$ cat src/rtl/transfer_center_pkg.sv
// -----------------------------------------------------------------------------
// transfer_center_pkg
// Shared constants for the transfer-center serial link: command codes, the idle
// byte and the slot width. Used by both the transmitter and the receiver.
// Also holds the transmitter's two-state FSM type and a code-legality helper.
// -----------------------------------------------------------------------------
package transfer_center_pkg;

    localparam int unsigned SLOT_W = 8;

    localparam logic [SLOT_W-1:0] CMD_IDLE   = 8'h00;
    localparam logic [SLOT_W-1:0] CMD_50     = 8'h01;
    localparam logic [SLOT_W-1:0] CMD_80     = 8'h02;
    localparam logic [SLOT_W-1:0] CMD_90     = 8'h03;
    localparam logic [SLOT_W-1:0] CMD_100    = 8'h04;
    localparam logic [SLOT_W-1:0] CMD_FLUSH  = 8'h05;
    localparam logic [SLOT_W-1:0] CMD_READY  = 8'h06;
    localparam logic [SLOT_W-1:0] CMD_BINARY = 8'h07;
    localparam logic [SLOT_W-1:0] CMD_ASCII  = 8'h08;

    // DATA_NEXT means the following slot must carry the held binary data byte.
    typedef enum logic {
        ST_NORMAL    = 1'b0,
        ST_DATA_NEXT = 1'b1
    } tx_state_e;

    function automatic logic cmd_is_legal(input logic [SLOT_W-1:0] code);
        return (code >= CMD_50) && (code <= CMD_ASCII);
    endfunction

endpackage

$ cat src/rtl/transfer_center_tx_if.sv
// -----------------------------------------------------------------------------
// transfer_center_tx_if
// Command handshake between the local controller (master) and the serial
// transmitter (slave).
//   cmdValid : command offered
//   cmdCode  : command byte
//   cmdData  : data byte, used only with the binary command
//   cmdReady : command taken on this edge when cmdValid is high
// -----------------------------------------------------------------------------
interface transfer_center_tx_if;
    import transfer_center_pkg::*;

    logic              cmdValid;
    logic [SLOT_W-1:0] cmdCode;
    logic [SLOT_W-1:0] cmdData;
    logic              cmdReady;

    modport master (output cmdValid, output cmdCode, output cmdData, input  cmdReady);
    modport slave  (input  cmdValid, input  cmdCode, input  cmdData, output cmdReady);

endinterface

$ cat src/rtl/transfer_center_tx_shifter.sv
// -----------------------------------------------------------------------------
// transfer_center_tx_shifter
// Free-running 8-clock slot counter and MSB-first output shift register.
// On a boundary edge (slot counter at 7) the slot byte is loaded, otherwise the
// register shifts left filling zeros.
//   clk, rst     : clock, asynchronous active-low reset
//   loadByte_i   : byte to load at the next boundary edge
//   boundary_o   : the coming edge is a boundary edge
//   dataOut_o    : serial bit (shift register MSB)
//   slotStart_o  : registered, high while dataOut_o carries bit 7
// -----------------------------------------------------------------------------
module transfer_center_tx_shifter
    import transfer_center_pkg::*;
(
    input  logic              clk,
    input  logic              rst,
    input  logic [SLOT_W-1:0] loadByte_i,
    output logic              boundary_o,
    output logic              dataOut_o,
    output logic              slotStart_o
);

    logic [2:0]        slotCnt_q;
    logic [SLOT_W-1:0] shiftReg_q;
    logic              slotStart_q;

    assign boundary_o  = (slotCnt_q == 3'd7);
    assign dataOut_o   = shiftReg_q[SLOT_W-1];
    assign slotStart_o = slotStart_q;

    always_ff @(posedge clk or negedge rst) begin
        if (!rst) begin
            slotCnt_q   <= 3'd7;
            shiftReg_q  <= '0;
            slotStart_q <= 1'b0;
        end else begin
            slotCnt_q   <= slotCnt_q + 3'd1;
            slotStart_q <= boundary_o;
            if (boundary_o) begin
                shiftReg_q <= loadByte_i;
            end else begin
                shiftReg_q <= {shiftReg_q[SLOT_W-2:0], 1'b0};
            end
        end
    end

endmodule

$ cat src/rtl/transfer_center_tx.sv
// -----------------------------------------------------------------------------
// transfer_center_tx
// Serial command transmitter for the transfer-center link. One command byte
// per 8-clock slot, MSB first; the binary command (7) is followed by its data
// byte in the very next slot. Slots run freely from reset so the receiver stays
// byte-aligned without a framing wire.
//   clk                : clock
//   rst                : asynchronous active-low reset
//   readyForTransferIn : downstream link ready; low blocks new commands
//   cmd                : command handshake (slave modport)
//   dataOut            : serial bit, MSB first
//   slotStart          : high during bit 7 of every slot
//   busy               : current or next slot carries a non-idle byte
//   errPulse           : one-cycle pulse after an illegal code was dropped
// Build option: TC_TX_IDLE_READY_EN -- idle slots carry 0x06 when the link is
// ready at the boundary, otherwise idle slots are always 0x00.
// -----------------------------------------------------------------------------
module transfer_center_tx
    import transfer_center_pkg::*;
(
    input  logic                 clk,
    input  logic                 rst,
    input  logic                 readyForTransferIn,
    transfer_center_tx_if.slave  cmd,
    output logic                 dataOut,
    output logic                 slotStart,
    output logic                 busy,
    output logic                 errPulse
);

    logic              boundary;
    logic              accept;
    logic              legal;
    logic [SLOT_W-1:0] idleByte;
    logic [SLOT_W-1:0] loadByte_d;

    tx_state_e         state_q;
    logic [SLOT_W-1:0] dataHold_q;
    logic              slotBusy_q;
    logic              errPulse_q;

    // A pending data byte owns the next slot regardless of link-ready, so the
    // receiver never sees a binary command without its data.
    assign cmd.cmdReady = boundary && (state_q == ST_NORMAL) && readyForTransferIn;
    assign accept       = cmd.cmdValid && cmd.cmdReady;
    assign legal        = cmd_is_legal(cmd.cmdCode);

`ifdef TC_TX_IDLE_READY_EN
    assign idleByte = readyForTransferIn ? CMD_READY : CMD_IDLE;
`else
    assign idleByte = CMD_IDLE;
`endif

    always_comb begin
        loadByte_d = idleByte;
        if (state_q == ST_DATA_NEXT) begin
            loadByte_d = dataHold_q;
        end else if (accept && legal) begin
            loadByte_d = cmd.cmdCode;
        end
    end

    always_ff @(posedge clk or negedge rst) begin
        if (!rst) begin
            state_q    <= ST_NORMAL;
            dataHold_q <= '0;
            slotBusy_q <= 1'b0;
            errPulse_q <= 1'b0;
        end else begin
            errPulse_q <= accept && !legal;
            if (boundary) begin
                slotBusy_q <= (state_q == ST_DATA_NEXT) || (accept && legal);
                case (state_q)
                    ST_DATA_NEXT: state_q <= ST_NORMAL;
                    default: begin
                        if (accept && legal && (cmd.cmdCode == CMD_BINARY)) begin
                            dataHold_q <= cmd.cmdData;
                            state_q    <= ST_DATA_NEXT;
                        end
                    end
                endcase
            end
        end
    end

    assign busy     = slotBusy_q || (state_q == ST_DATA_NEXT);
    assign errPulse = errPulse_q;

    transfer_center_tx_shifter u_shifter (
        .clk         (clk),
        .rst         (rst),
        .loadByte_i  (loadByte_d),
        .boundary_o  (boundary),
        .dataOut_o   (dataOut),
        .slotStart_o (slotStart)
    );

endmodule

$ cat src/flat_wrapper.sv
// flat-port wrapper written by rule: the top's interface ports become plain ports
module transfer_center_tx_flat import transfer_center_pkg::*;
  (clk, rst, readyForTransferIn, dataOut, slotStart, busy, errPulse, cmd_cmdValid, cmd_cmdCode, cmd_cmdData, cmd_cmdReady);
  transfer_center_tx_if cmd_i ();
  input  logic clk;
  input  logic rst;
  input  logic readyForTransferIn;
  output logic dataOut;
  output logic slotStart;
  output logic busy;
  output logic errPulse;
  input wire logic [$bits(cmd_i.cmdValid)-1:0] cmd_cmdValid;
  input wire logic [$bits(cmd_i.cmdCode)-1:0] cmd_cmdCode;
  input wire logic [$bits(cmd_i.cmdData)-1:0] cmd_cmdData;
  output wire logic [$bits(cmd_i.cmdReady)-1:0] cmd_cmdReady;
  assign cmd_i.cmdValid = cmd_cmdValid;
  assign cmd_i.cmdCode = cmd_cmdCode;
  assign cmd_i.cmdData = cmd_cmdData;
  assign cmd_cmdReady = cmd_i.cmdReady;
  transfer_center_tx u_core (.clk(clk), .rst(rst), .readyForTransferIn(readyForTransferIn), .cmd(cmd_i), .dataOut(dataOut), .slotStart(slotStart), .busy(busy), .errPulse(errPulse));
endmodule
$ cat config.mk
export PLATFORM = sky130hd
export DESIGN_NAME = transfer_center_tx_flat
export DESIGN_NICKNAME = d
export VERILOG_FILES = /design/src/rtl/transfer_center_pkg.sv /design/src/rtl/transfer_center_tx_if.sv /design/src/rtl/transfer_center_tx_shifter.sv /design/src/rtl/transfer_center_tx.sv /design/src/flat_wrapper.sv
export SDC_FILE = /design/constraint.sdc
export NUM_CORES = 1
export LEC_CHECK = 0
export ABC_AREA = 1
export BUFFER_PORTS_ARGS = -buffer_cell sky130_fd_sc_hd__buf_2
export CORE_MARGIN = 2
export CORE_UTILIZATION = 51
export DETAILED_ROUTE_END_ITERATION = 10
export GPL_ROUTABILITY_DRIVEN = 0
export HOLD_SLACK_MARGIN = 0.1
export PLACE_DENSITY = 0.77
export SLEW_MARGIN = 20
export SYNTH_ARGS = -nofsm -noshare
export SYNTH_HDL_FRONTEND = slang
export SYNTH_SLANG_ARGS = --single-unit
$ cat constraint.sdc
create_clock -name clk -period 2 [get_ports clk]
set_clock_uncertainty 0.15 [all_clocks]
set_input_delay 0.1 -clock clk [delete_from_list [all_inputs] [get_ports clk]]
set_output_delay 0.1 -clock clk [all_outputs]
set_load 0.1 [all_outputs]
Yosys cells after proc, flatten, opt, wreduce, memory -nomap -nowiden
Cells that the tools add are included.
{"block": "op_classes", "n_addsub": 1, "n_mul": 0, "div": 0, "n_lt_le_gt_ge": 2, "eq_ne": 2, "shift": 0, "muxes": 5, "n_bitwise": 1, "reduce_logical": 11}
{"operator": "8-bit 2-to-1 mux", "n": 3}
{"operator": "8-bit by 3-bit == test with 1-bit output, second input constant", "n": 1}
{"operator": "8-bit by 1-bit >= comparator with 1-bit output, second input constant", "n": 1}
{"operator": "8-bit by 4-bit <= comparator with 1-bit output, second input constant", "n": 1}
{"operator": "1-bit logical AND", "n": 7}
{"operator": "3-bit by 1-bit adder with 3-bit output, second input constant", "n": 1}
{"operator": "3-bit == test, second input constant", "n": 1}
{"operator": "3-bit AND reduction", "n": 1}
{"operator": "1-bit logical OR", "n": 2}
{"operator": "1-bit 2-to-1 mux", "n": 2}
{"operator": "1-bit logical NOT", "n": 1}
{"operator": "1-bit inverter", "n": 1}
{"block": "totals", "register_bits": 23, "latchBits": 0, "ram_bits": 0, "rom_bits": 0, "input_bits": 20, "out_inout_bits": 5, "word_cells": 29, "mem_count": 0}

Logic depth before layout (Yosys ltp)
Gate-level depths: netlist of run 1.
{"block": "depth", "depth_word": 8, "ltp_mapped": 9, "ltp_nobuf": 9}

By module
A second synthesis of run 1 with hierarchy kept.
{"block": "hier_totals", "cells_unflattened": 129, "hier_area_um2": 1068.5}
{"module": "transfer_center_tx", "instances": 1, "cells_per_inst": 89, "area_each_um2": 634.4, "seq_area_each_um2": 275.3}
{"module": "transfer_center_tx_shifter", "instances": 1, "cells_per_inst": 40, "area_each_um2": 434.2, "seq_area_each_um2": 304.0}

Worst setup path after synthesis of run 1
Ideal clock, no wire load.
{"block": "synth_timing", "kind": "register to output", "from": "register u_core.u_shifter.slotCnt_q[0]", "to": "output cmd_cmdReady", "arrival_ns": 2.173, "required_time_ns": 1.750, "slack_ns": -0.423, "stages_incl_launch_ff": 5, "path_buffers": 0, "cell_sequence": "dfstp_2 -> ha_1 -> ha_1 -> nand2_2 -> nor2_1"}
{"block": "synth_via", "elab_chain_cells": 3}
{"item": "start, declared", "line_no": "transfer_center_tx_shifter.sv:23", "rtl": "logic [2:0] slotCnt_q;"}
{"item": "start signal, assigned", "line_no": "transfer_center_tx_shifter.sv:37", "rtl": "slotCnt_q <= slotCnt_q + 3'd1;"}
{"item": "3-bit == test", "line_no": "transfer_center_tx_shifter.sv:27", "rtl": "assign boundary_o = (slotCnt_q == 3'd7);"}
{"item": "named net u_core.boundary", "line_no": "transfer_center_tx.sv:31", "rtl": "logic boundary;"}
{"item": "1-bit logical AND (2 in series)", "line_no": "transfer_center_tx.sv:44", "rtl": "assign cmd.cmdReady = boundary && (state_q == ST_NORMAL) && readyForTransferIn;"}
{"item": "end, declared", "line_no": "flat_wrapper.sv:15", "rtl": "output wire logic [$bits(cmd_i.cmdReady)-1:0] cmd_cmdReady;"}
The timed path passes the listed nets, and every way through them passes these cells.

Worst setup path after layout of run 1
Same ends and word-level chain as after synthesis.

==> results.json, run 1 <==
{
  "status": "finished clean",
  "postCtsSetupRepairBufs": 0,
  "avgSynthCellArea_um2": 8.85,
  "synthSimpleGateAreaFrac_pct": 33.1,
  "antenna_found_initial": 0,
  "switching_share_pct": 22.5,
  "numCtsBuffers": 3,
  "path_max_fanout": 4,
  "final.fill_count": 145,
  "crit_end": "cmd_cmdReady",
  "power_frac_clock_pct": 28.9,
  "setup_violations": 0,
  "drtAntennaViolNets": 0,
  "post-route-min-period_ns": 1.88,
  "finalHoldViolations": 0,
  "cts_sinks": 23,
  "drv_slew": 0,
  "dpl-instance-area_um2": 1220,
  "nNetsFinal": 182,
  "worst_slack_ns": 0.120,
  "place_ws_ns": 0.142,
  "synthMuxAreaShare_pct": 0,
  "worst_path_most_repeated_cell": "ha_1",
  "drv_cap": 0,
  "internal_power_w": 0.000577,
  "synth_seq_cells": 23,
  "drc": 0,
  "synth-xor-area-share_pct": 0,
  "setup_tns_ns": 0,
  "place_hpwl_mm": 1.53,
  "cts_buffer_depth": 2,
  "drt_iter0_markers": 42,
  "r2r_setup_slack_ns": 0.14,
  "core.rowCount": 16,
  "seqPwrFrac_pct": 62.6,
  "crit_buf_inv": 1,
  "yosysUniqueCellTypes": 19,
  "grt_start_max_net_pins": 24,
  "synth_top_family_by_area": "simple AND/OR/NAND/NOR gates",
  "grt_pass1_wl_mm": 4.22,
  "vias": 946,
  "io_buffers": 24,
  "initial_core_util_pct": 53.4,
  "r2r_cells": 9,
  "cp_top_family": "flip-flops",
  "antenna_cells": 0,
  "grt_setup_unrepaired": "false",
  "crit_required_ns": 1.75,
  "critPathKind": "flip-flop to output port",
  "p_per_area_nw_per_um2": 540,
  "yosysWarnings": 0,
  "p_leak_nw": 0.806,
  "ys_seq_area_share_pct": 55.9,
  "cp-start-kind": "flip-flop",
  "die_y_um": 49.1,
  "critPathSlowestCell": "dfstp_2",
  "crit_start": "u_core.u_shifter.slotCnt_q[0]",
  "power_frac_comb_pct": 8.5,
  "clk_latency_ns": 0.32,
  "drt-total-wl_mm": 2.30,
  "synthAdderAreaFrac_pct": 2.42,
  "relSlewSlack_pct": 63.2,
  "utilization_pct": 70.9,
  "synthCells": 117,
  "fp.coreArea_um2": 1940,
  "netSwitchingPower_w": 0.000167,
  "grt_pass1_vias": 935,
  "synth-compound-area-share_pct": 3.38,
  "routedWlPerCell_um": 12.4,
  "cts_resized": 0,
  "ir_worst_vdd_mv": 0.465,
  "hold_class": "primary input to flip-flop",
  "area_growth_pct": 33.0,
  "slowest_delay_ns": 0.55,
  "regToRegStartpoint": "u_core.u_shifter.slotCnt_q[0]",
  "dr.pass1.iters": 4,
  "top_level_ports": 25,
  "period_share_pct": 94.0,
  "worst_pin_slew_ns": 0.551,
  "netlist_area_um2": 1040,
  "final_area_um2": 1380,
  "numPlacedInstances": 169,
  "fin_cells": 186,
  "vias_per_cell": 5.09,
  "drive_gt1_share_pct": 26.4,
  "path_clk_slew_ns": 0.12,
  "timing.rr.end": "u_core.dataHold_q[6]",
  "max_freq_ghz": 0.532,
  "overflow": 0,
  "die_x_um": 49.1,
  "critPathArrivalTime_ns": 1.63,
  "dieArea_um2": 2410,
  "path_cells": "ha_1 -> ha_1 -> nand2_2 -> nor2_2 -> buf_12",
  "cts_tree": "done",
  "grt_usage_pct": 23.3,
  "syn-num-nets": 139,
  "root_buffer": "clkbuf_4",
  "htreeDepth": 1,
  "cp.depth": 5,
  "end_kind": "output port"
}
-- placed cells by master (no fill, tap or decap) --
cell           instances
nand3_2                1
ha_1                   2
buf_12                 1
nand2_1               34
nand2_4                1
or2_2                  1
buf_4                  3
o21ai_1                1
inv_1                 10
dfstp_2                3
nand3_1               13
nor2_1                12
dlygate4sd3_1         13
clkbuf_4               3
nor2_8                 1
a21oi_1                6
nand4_1                5
dfrtp_1               20
nor3_4                 1
inv_2                  2
clkbuf_1               1
buf_2                 23
nand2_2                1
nor2_2                 1
-- stage by stage --
step	hold WS [ns]	total power, W
2_1_floorplan	-0.346	0.000487
3_3_place_gp	-0.0625	0.000516
3_5_place_dp	-0.0633	0.000518
4_1_cts	0.107	0.000745
5_1_grt	0.131	0.000784
6_report	0.0675	0.000744
-- final cells by class --
class	count	area (um2)	area share [%]
Tap cell	27	33.8	2.45
Timing Repair Buffer	40	288	20.9
Clock buffer	4	26.3	1.91
Sequential cell	23	579	42.1
Inverter	12	45.0	3.27
Multi-Input combinational cell	80	405	29.4
-- Yosys cell counts --
cell,number,area [um2]
inv_2,2,7.51
dfrtp_1,20,500
ha_1,2,25.0
nand2_2,1,6.26
inv_1,10,37.5
nor2_1,13,48.8
nand2_1,34,128
nor2_8,1,20.0
nand4_1,5,31.3
nor3_4,1,16.3
nand3_1,13,65.1
nand2_4,1,11.3
a21oi_1,6,30.0
dfstp_2,3,78.8
nand3_2,1,10.0
clkbuf_1,1,3.75
buf_2,1,5.00
o21ai_1,1,5.00
or2_2,1,6.26
-- cell families after synthesis --
group / Yosys count
compound gates: 7
fa+ha+maj: 2
buf+inv: 14
flops: 23
simple gates: 71
-- worst min path at each step --
stage                                endpoint  cells after the start           start  slack, ns
6_report       u_core.u_shifter.shiftReg_q[2]                      6  cmd_cmdCode[7]       0.07
5_1_grt        u_core.u_shifter.shiftReg_q[0]                      6  cmd_cmdCode[6]       0.13
4_1_cts                       u_core.errPulse                      6    cmd_cmdValid       0.11
3_5_place_dp                  u_core.errPulse                      1             rst      -0.06
3_3_place_gp                  u_core.errPulse                      1             rst      -0.06
2_1_floorplan            u_core.dataHold_q[0]                      0             rst      -0.35
-- power groups by stage --
| stage | Sequential (W) | Combinational, W | Clock [W] |
|---|---|---|---|
| final | 0.000466 | 0.0000634 | 0.000215 |
| after detailed placement | 0.000474 | 0.0000434 | 0 |
| after CTS | 0.000466 | 0.0000630 | 0.000216 |
| after floorplan | 0.000475 | 0.0000128 | 0 |
| after global placement | 0.000474 | 0.0000420 | 0 |
| after global routing | 0.000466 | 0.0000708 | 0.000247 |
-- metal layers --
layer / routed length (um) / share of wire (%) / up-vias / GRT usage, %
li1: - / - / 459 / -
met1: 920 / 40 / 436 / 29.9
met2: 1140 / 49 / 46 / 38.7
met3: 188 / 8.2 / 5 / 3.37
met4: 55 / 2.4 / 0 / 11.0
met5: 0 / 0 / - / 0
-- worst register-to-register path, stage by stage (launching register included) --
cell and delay, ns:
dfstp_2 0.55, ha_1 0.14, ha_1 0.18, nand2_2 0.11, nor3_4 0.15, inv_2 0.08
nor2_8 0.17, nand2_4 0.11, nand2_1 0.09, nand2_1 0.05
-- state kept, by name, indices dropped and copies added (netlist names) --
signal                        flops
u_core.dataHold_q                 8
u_core.u_shifter.shiftReg_q       8
u_core.u_shifter.slotCnt_q        3
u_core.errPulse                   1
u_core.slotBusy_q                 1
u_core.state_q                    1
u_core.u_shifter.slotStart_o      1
-- repair_timing --
| action | CTS | global route |
|---|---|---|
| hold buffers | 14 | 0 |
| hold endpoints to repair | 36 | 0 |
| endpoints found under the setup margin | 0 | 4 |
Note: power is estimated with default switching activity, not from simulation.
==> run 2: changes to the inputs <==
--- a/config.mk
+++ b/config.mk
@@ -12,7 +12,7 @@
 export DETAILED_ROUTE_END_ITERATION = 10
 export GPL_ROUTABILITY_DRIVEN = 0
 export HOLD_SLACK_MARGIN = 0.1
-export PLACE_DENSITY = 0.77
+export PLACE_DENSITY_LB_ADDON = 0.15
 export SLEW_MARGIN = 20
 export SYNTH_ARGS = -nofsm -noshare
 export SYNTH_HDL_FRONTEND = slang
==> run 2 against run 1 <==
Combinational power grew 2%. Critical path depth is the same. Setup slack gained 0.016 ns. Hold slack gained 0.028 ns. Highest routed layer unchanged.
==> results.json, run 2 (synthesis gave the netlist of run 1 again) <==
{
  "top_regs": "u_core.dataHold_q x8, u_core.u_shifter.shiftReg_q x8, u_core.u_shifter.slotCnt_q x3",
  "vias": 920,
  "end_kind": "output port",
  "place_hpwl_mm": 1.58,
  "drc": 0,
  "cts_sinks": 23,
  "relSlewSlack_pct": 62.5,
  "total_power_w": 0.000737,
  "p_leak_nw": 0.806,
  "setup_violations": 0,
  "slowest_delay_ns": 0.55,
  "core.rowCount": 16,
  "grt_usage_pct": 21.6,
  "dr.pass1.iters": 4,
  "postCtsSetupRepairBufs": 0,
  "drtAntennaViolNets": 0,
  "area_growth_pct": 34.1,
  "die_x_um": 49.1,
  "finalHoldViolations": 0,
  "nNetsFinal": 183,
  "drv_slew": 0,
  "cts_resized": 0,
  "path_clk_slew_ns": 0.12,
  "path_cells": "ha_1 -> ha_1 -> nand2_2 -> nor2_2 -> buf_12",
  "grt_pass1_wl_mm": 3.91,
  "grt_setup_unrepaired": "false",
  "cp-start-kind": "flip-flop",
  "drv_cap": 0,
  "final_common_cell": "nand2_1",
  "critPathArrivalTime_ns": 1.61,
  "fp.coreArea_um2": 1940,
  "path_max_fanout": 4,
  "p_per_area_nw_per_um2": 531,
  "status": "finished clean",
  "met1Wirelength_mm": 1.06,
  "vias_per_cell": 4.92,
  "routed.top_layer": "met4",
  "root_buffer": "clkbuf_4",
  "antenna_cells": 0,
  "cts_tree": "done",
  "dieArea_um2": 2410,
  "critPathKind": "flip-flop to output port",
  "numCtsBuffers": 3,
  "critPathSlowestCell": "dfstp_2",
  "overflow": 0,
  "routedWlPerCell_um": 12.7,
  "grt_start_max_net_pins": 24,
  "antenna_found_initial": 0,
  "fin_cells": 187,
  "wl_met2_mm": 1.19,
  "post-route-min-period_ns": 1.86,
  "io_buffers": 24,
  "hold_class": "primary input to flip-flop",
  "htreeDepth": 1,
  "clk_latency_ns": 0.30,
  "worst_path_most_repeated_cell": "ha_1",
  "route.met3.wl_um": 100,
  "utilization_pct": 71.5,
  "numPlacedInstances": 169,
  "top_level_ports": 25,
  "crit_required_ns": 1.75,
  "die_y_um": 49.1,
  "drt_iter0_markers": 24,
  "setup_tns_ns": 0,
  "initial_core_util_pct": 53.4,
  "max_freq_ghz": 0.536,
  "ir_worst_vdd_mv": 0.668,
  "drt-total-wl_mm": 2.38,
  "grt_pass1_vias": 918,
  "period_share_pct": 93.2,
  "cts_buffer_depth": 2,
  "worst_pin_slew_ns": 0.561,
  "mostFrequentLayoutCells": "nand2_1, buf_2, dfrtp_1",
  "drive_gt1_share_pct": 26.9
}
-- run 2: worst paths after layout --
| check | to | depth (start not counted) | startpoint | slack, ns |
|---|---|---|---|---|
| max in group asynchronous | u_core.u_shifter.slotCnt_q[2] | 2 | rst | 1.22 |
| min in group asynchronous | u_core.errPulse | 2 | rst | 0.12 |
| max reg2reg | u_core.dataHold_q[0] | 9 | u_core.u_shifter.slotCnt_q[0] | 0.14 |
| min | u_core.u_shifter.shiftReg_q[2] | 6 | cmd_cmdCode[7] | 0.1 |
| max | cmd_cmdReady | 5 | u_core.u_shifter.slotCnt_q[0] | 0.14 |
| min reg2reg | u_core.u_shifter.slotCnt_q[0] | 1 | u_core.u_shifter.slotCnt_q[0] | 0.30 |
-- run 2: layout make-up --
type / instances / area, um2
Clock buffer: 4 / 26.3
Timing Repair Buffer: 40 / 288
Tap cell: 27 / 33.8
Multi-Input combinational cell: 81 / 417
Inverter: 12 / 45.0
Fill cell: 159 / 553
Sequential cell: 23 / 579
-- run 2: through the flow --
step	hold slack, ns	instance area [um2]	worst slack [ns]
2_1_floorplan	-0.346	1040	0.0405
3_3_place_gp	-0.0534	1220	0.202
3_5_place_dp	-0.0675	1220	0.122
4_1_cts	0.127	1390	0.104
5_1_grt	0.105	1390	0.0202
6_report	0.0956	1390	0.136
-- run 2: power breakdown --
part | leakage [nW] | internal [W] | switching [W]
Clock | 0.0150 | 0.0000776 | 0.000129
Combinational | 0.480 | 0.0000334 | 0.0000314
Sequential | 0.311 | 0.000466 | 0.000000140
-- run 2: what timing repair did --
item / in CTS / in global routing
endpoints found under the setup margin: 0 / 10
hold buffers: 14 / 0
endpoints found under the hold margin: 36 / 0
-- run 2: metal layers --
metal  vias to the layer above  global-route usage (%)
met5                         -                       0
met4                         0                    4.76
met3                         2                    3.99
met2                        29                    38.3
met1                       429                    27.2
li1                        460                       -
-- run 2: worst max-delay path, delay by kind of cell, from the launching register on --
| kind | cells | cell delay, ns |
|---|---|---|
| fa+ha+maj | 2 | 0.32 |
| flops | 1 | 0.55 |
| buf+inv | 1 | 0.19 |
| simple gates | 2 | 0.25 |
==> run 3: changes to the inputs <==
--- a/config.mk
+++ b/config.mk
@@ -12,6 +12,7 @@
 export DETAILED_ROUTE_END_ITERATION = 10
 export GPL_ROUTABILITY_DRIVEN = 0
 export HOLD_SLACK_MARGIN = 0.1
+export MAX_ROUTING_LAYER = met4
 export PLACE_DENSITY_LB_ADDON = 0.15
 export SLEW_MARGIN = 20
 export SYNTH_ARGS = -nofsm -noshare
==> constraint.sdc (replaced) <==
create_clock -name clk -period 2 [get_ports clk]
set_clock_uncertainty 0.15 [all_clocks]
set_input_delay 0.2 -clock clk [delete_from_list [all_inputs] [get_ports clk]]
set_output_delay 0.2 -clock clk [all_outputs]
set_load 0.1 [all_outputs]
==> run 3 against run 2 <==
Combinational power is 10% lower. Routed wire length is 6.9% lower. Die area is the same. Via count fell by 2.4%. Global-route usage grew 0.82 points. Hold slack improved by 0.0085 ns. Clock power increased by 4%. Sequential cell count did not move. Critical path type unchanged. Largest cell class unchanged. Largest power group unchanged.
==> results.json, run 3 (synthesis gave the netlist of run 1 again) <==
{
  "status": "finished clean",
  "antenna_found_initial": 0,
  "ir_worst_vdd_mv": 0.566,
  "antenna_cells": 0,
  "cp-start-kind": "flip-flop",
  "die_y_um": 49.1,
  "cts_buffer_depth": 2,
  "drv_slew": 0,
  "grt_start_max_net_pins": 24,
  "relSlewSlack_pct": 66.5,
  "grt_pass1_wl_mm": 3.97,
  "nNetsFinal": 178,
  "dieArea_um2": 2410,
  "drt-total-wl_mm": 2.22,
  "mostFrequentLayoutCells": "nand2_1, buf_2, dfrtp_1",
  "critPathKind": "flip-flop to output port",
  "drive_gt1_share_pct": 28.4,
  "cts_tree": "done",
  "htreeDepth": 1,
  "grt_usage_pct": 22.4,
  "p_leak_nw": 0.787,
  "grt_setup_unrepaired": "false",
  "die_x_um": 49.1,
  "drtAntennaViolNets": 0,
  "top_regs": "u_core.dataHold_q x8, u_core.u_shifter.shiftReg_q x8, u_core.u_shifter.slotCnt_q x3",
  "post-route-min-period_ns": 1.93,
  "routedWlPerCell_um": 12.2,
  "critPathSlowestCell": "dfstp_2",
  "max_freq_ghz": 0.518,
  "slowest_delay_ns": 0.55,
  "root_buffer": "clkbuf_4",
  "vias_per_cell": 4.93,
  "hold_class": "primary input to flip-flop",
  "critPathArrivalTime_ns": 1.58,
  "numCtsBuffers": 3,
  "overflow": 0,
  "worst_pin_slew_ns": 0.501,
  "drc": 0,
  "dr.pass1.iters": 4,
  "core.rowCount": 16,
  "p_per_area_nw_per_um2": 540,
  "setup_tns_ns": 0,
  "path_max_fanout": 4,
  "io_buffers": 24,
  "utilization_pct": 70.4,
  "crit_required_ns": 1.65,
  "path_cells": "ha_2 -> ha_4 -> nand2_4 -> nor2_4 -> buf_12",
  "area_growth_pct": 31.9,
  "vias": 898,
  "cts_sinks": 23,
  "final_common_cell": "nand2_1",
  "top_level_ports": 25,
  "setup_violations": 0,
  "initial_core_util_pct": 53.4,
  "drt_iter0_markers": 29,
  "period_share_pct": 96.5,
  "clk_latency_ns": 0.31,
  "path_clk_slew_ns": 0.12,
  "end_kind": "output port",
  "drv_cap": 0,
  "fp.coreArea_um2": 1940,
  "grt_pass1_vias": 917,
  "place_hpwl_mm": 1.56,
  "finalHoldViolations": 0
}
-- run 3: worst paths after layout --
path                                                   to  slack (ns)                     startpoint  cells after the start
max in group asynchronous   u_core.u_shifter.slotCnt_q[1]        1.13                            rst                      2
setup reg to reg                     u_core.dataHold_q[0]        0.14  u_core.u_shifter.slotCnt_q[0]                      9
hold / removal             u_core.u_shifter.shiftReg_q[2]        0.10                 cmd_cmdCode[2]                      5
min in group asynchronous            u_core.dataHold_q[3]        0.21                            rst                      2
hold reg to reg             u_core.u_shifter.slotCnt_q[0]        0.32  u_core.u_shifter.slotCnt_q[0]                      1
setup / recovery                             cmd_cmdReady        0.07  u_core.u_shifter.slotCnt_q[0]                      5
-- run 3: per-layer routing --
layer,wire length [um],up-vias,global-route usage (%)
li1,-,449,-
met2,1080,30,35.6
met1,975,413,28.5
met4,65,0,10.5
met3,96,6,3.07
met5,0,-,-
-- run 3: metrics by stage --
step	setup slack [ns]	total power [W]	cells	cell area (um2)	hold slack [ns]
finish	0.0700	0.000738	182	1370	0.104
CTS	0.00147	0.000742	182	1350	0.108
global placement	0.187	0.000517	168	1220	0.0355
global route	0.0223	0.000775	182	1370	0.113
floorplan	0.159	0.000488	117	1040	-0.246
detailed placement	0.0769	0.000518	168	1220	0.0386
-- run 3: timing repair --
| item | in CTS | in global routing |
|---|---|---|
| buffers inserted | 0 | 0 |
| setup endpoints to repair | 0 | 9 |
| hold buffers | 10 | 0 |
| endpoints found under the hold margin | 32 | 0 |
| resized for setup | 0 | 4 |
-- run 3: critical path, delay by kind of cell (launching register included) --
kind | cells | cell delay [ns]
AND/OR/NAND/NOR | 2 | 0.18
buffers and inverters | 1 | 0.18
flip-flops | 1 | 0.55
adder cells (fa/ha/maj) | 2 | 0.35
-- run 3: where the power goes --
group | internal (W) | total, W | switching (W)
registers | 0.000466 | 0.000466 | 0.000000191
clock network | 0.0000748 | 0.000214 | 0.000139
logic | 0.0000295 | 0.0000583 | 0.0000287
total | 0.000570 | 0.000738 | 0.000168
-- run 3: cell type report --
class	count	area (um2)
Clock buffer	3	22.5
Clock inverter	1	5.00
Fill cell	144	576
Inverter	12	45.0
Multi-Input combinational cell	80	430
Sequential cell	23	579
Tap cell	27	33.8
Timing Repair Buffer	36	250
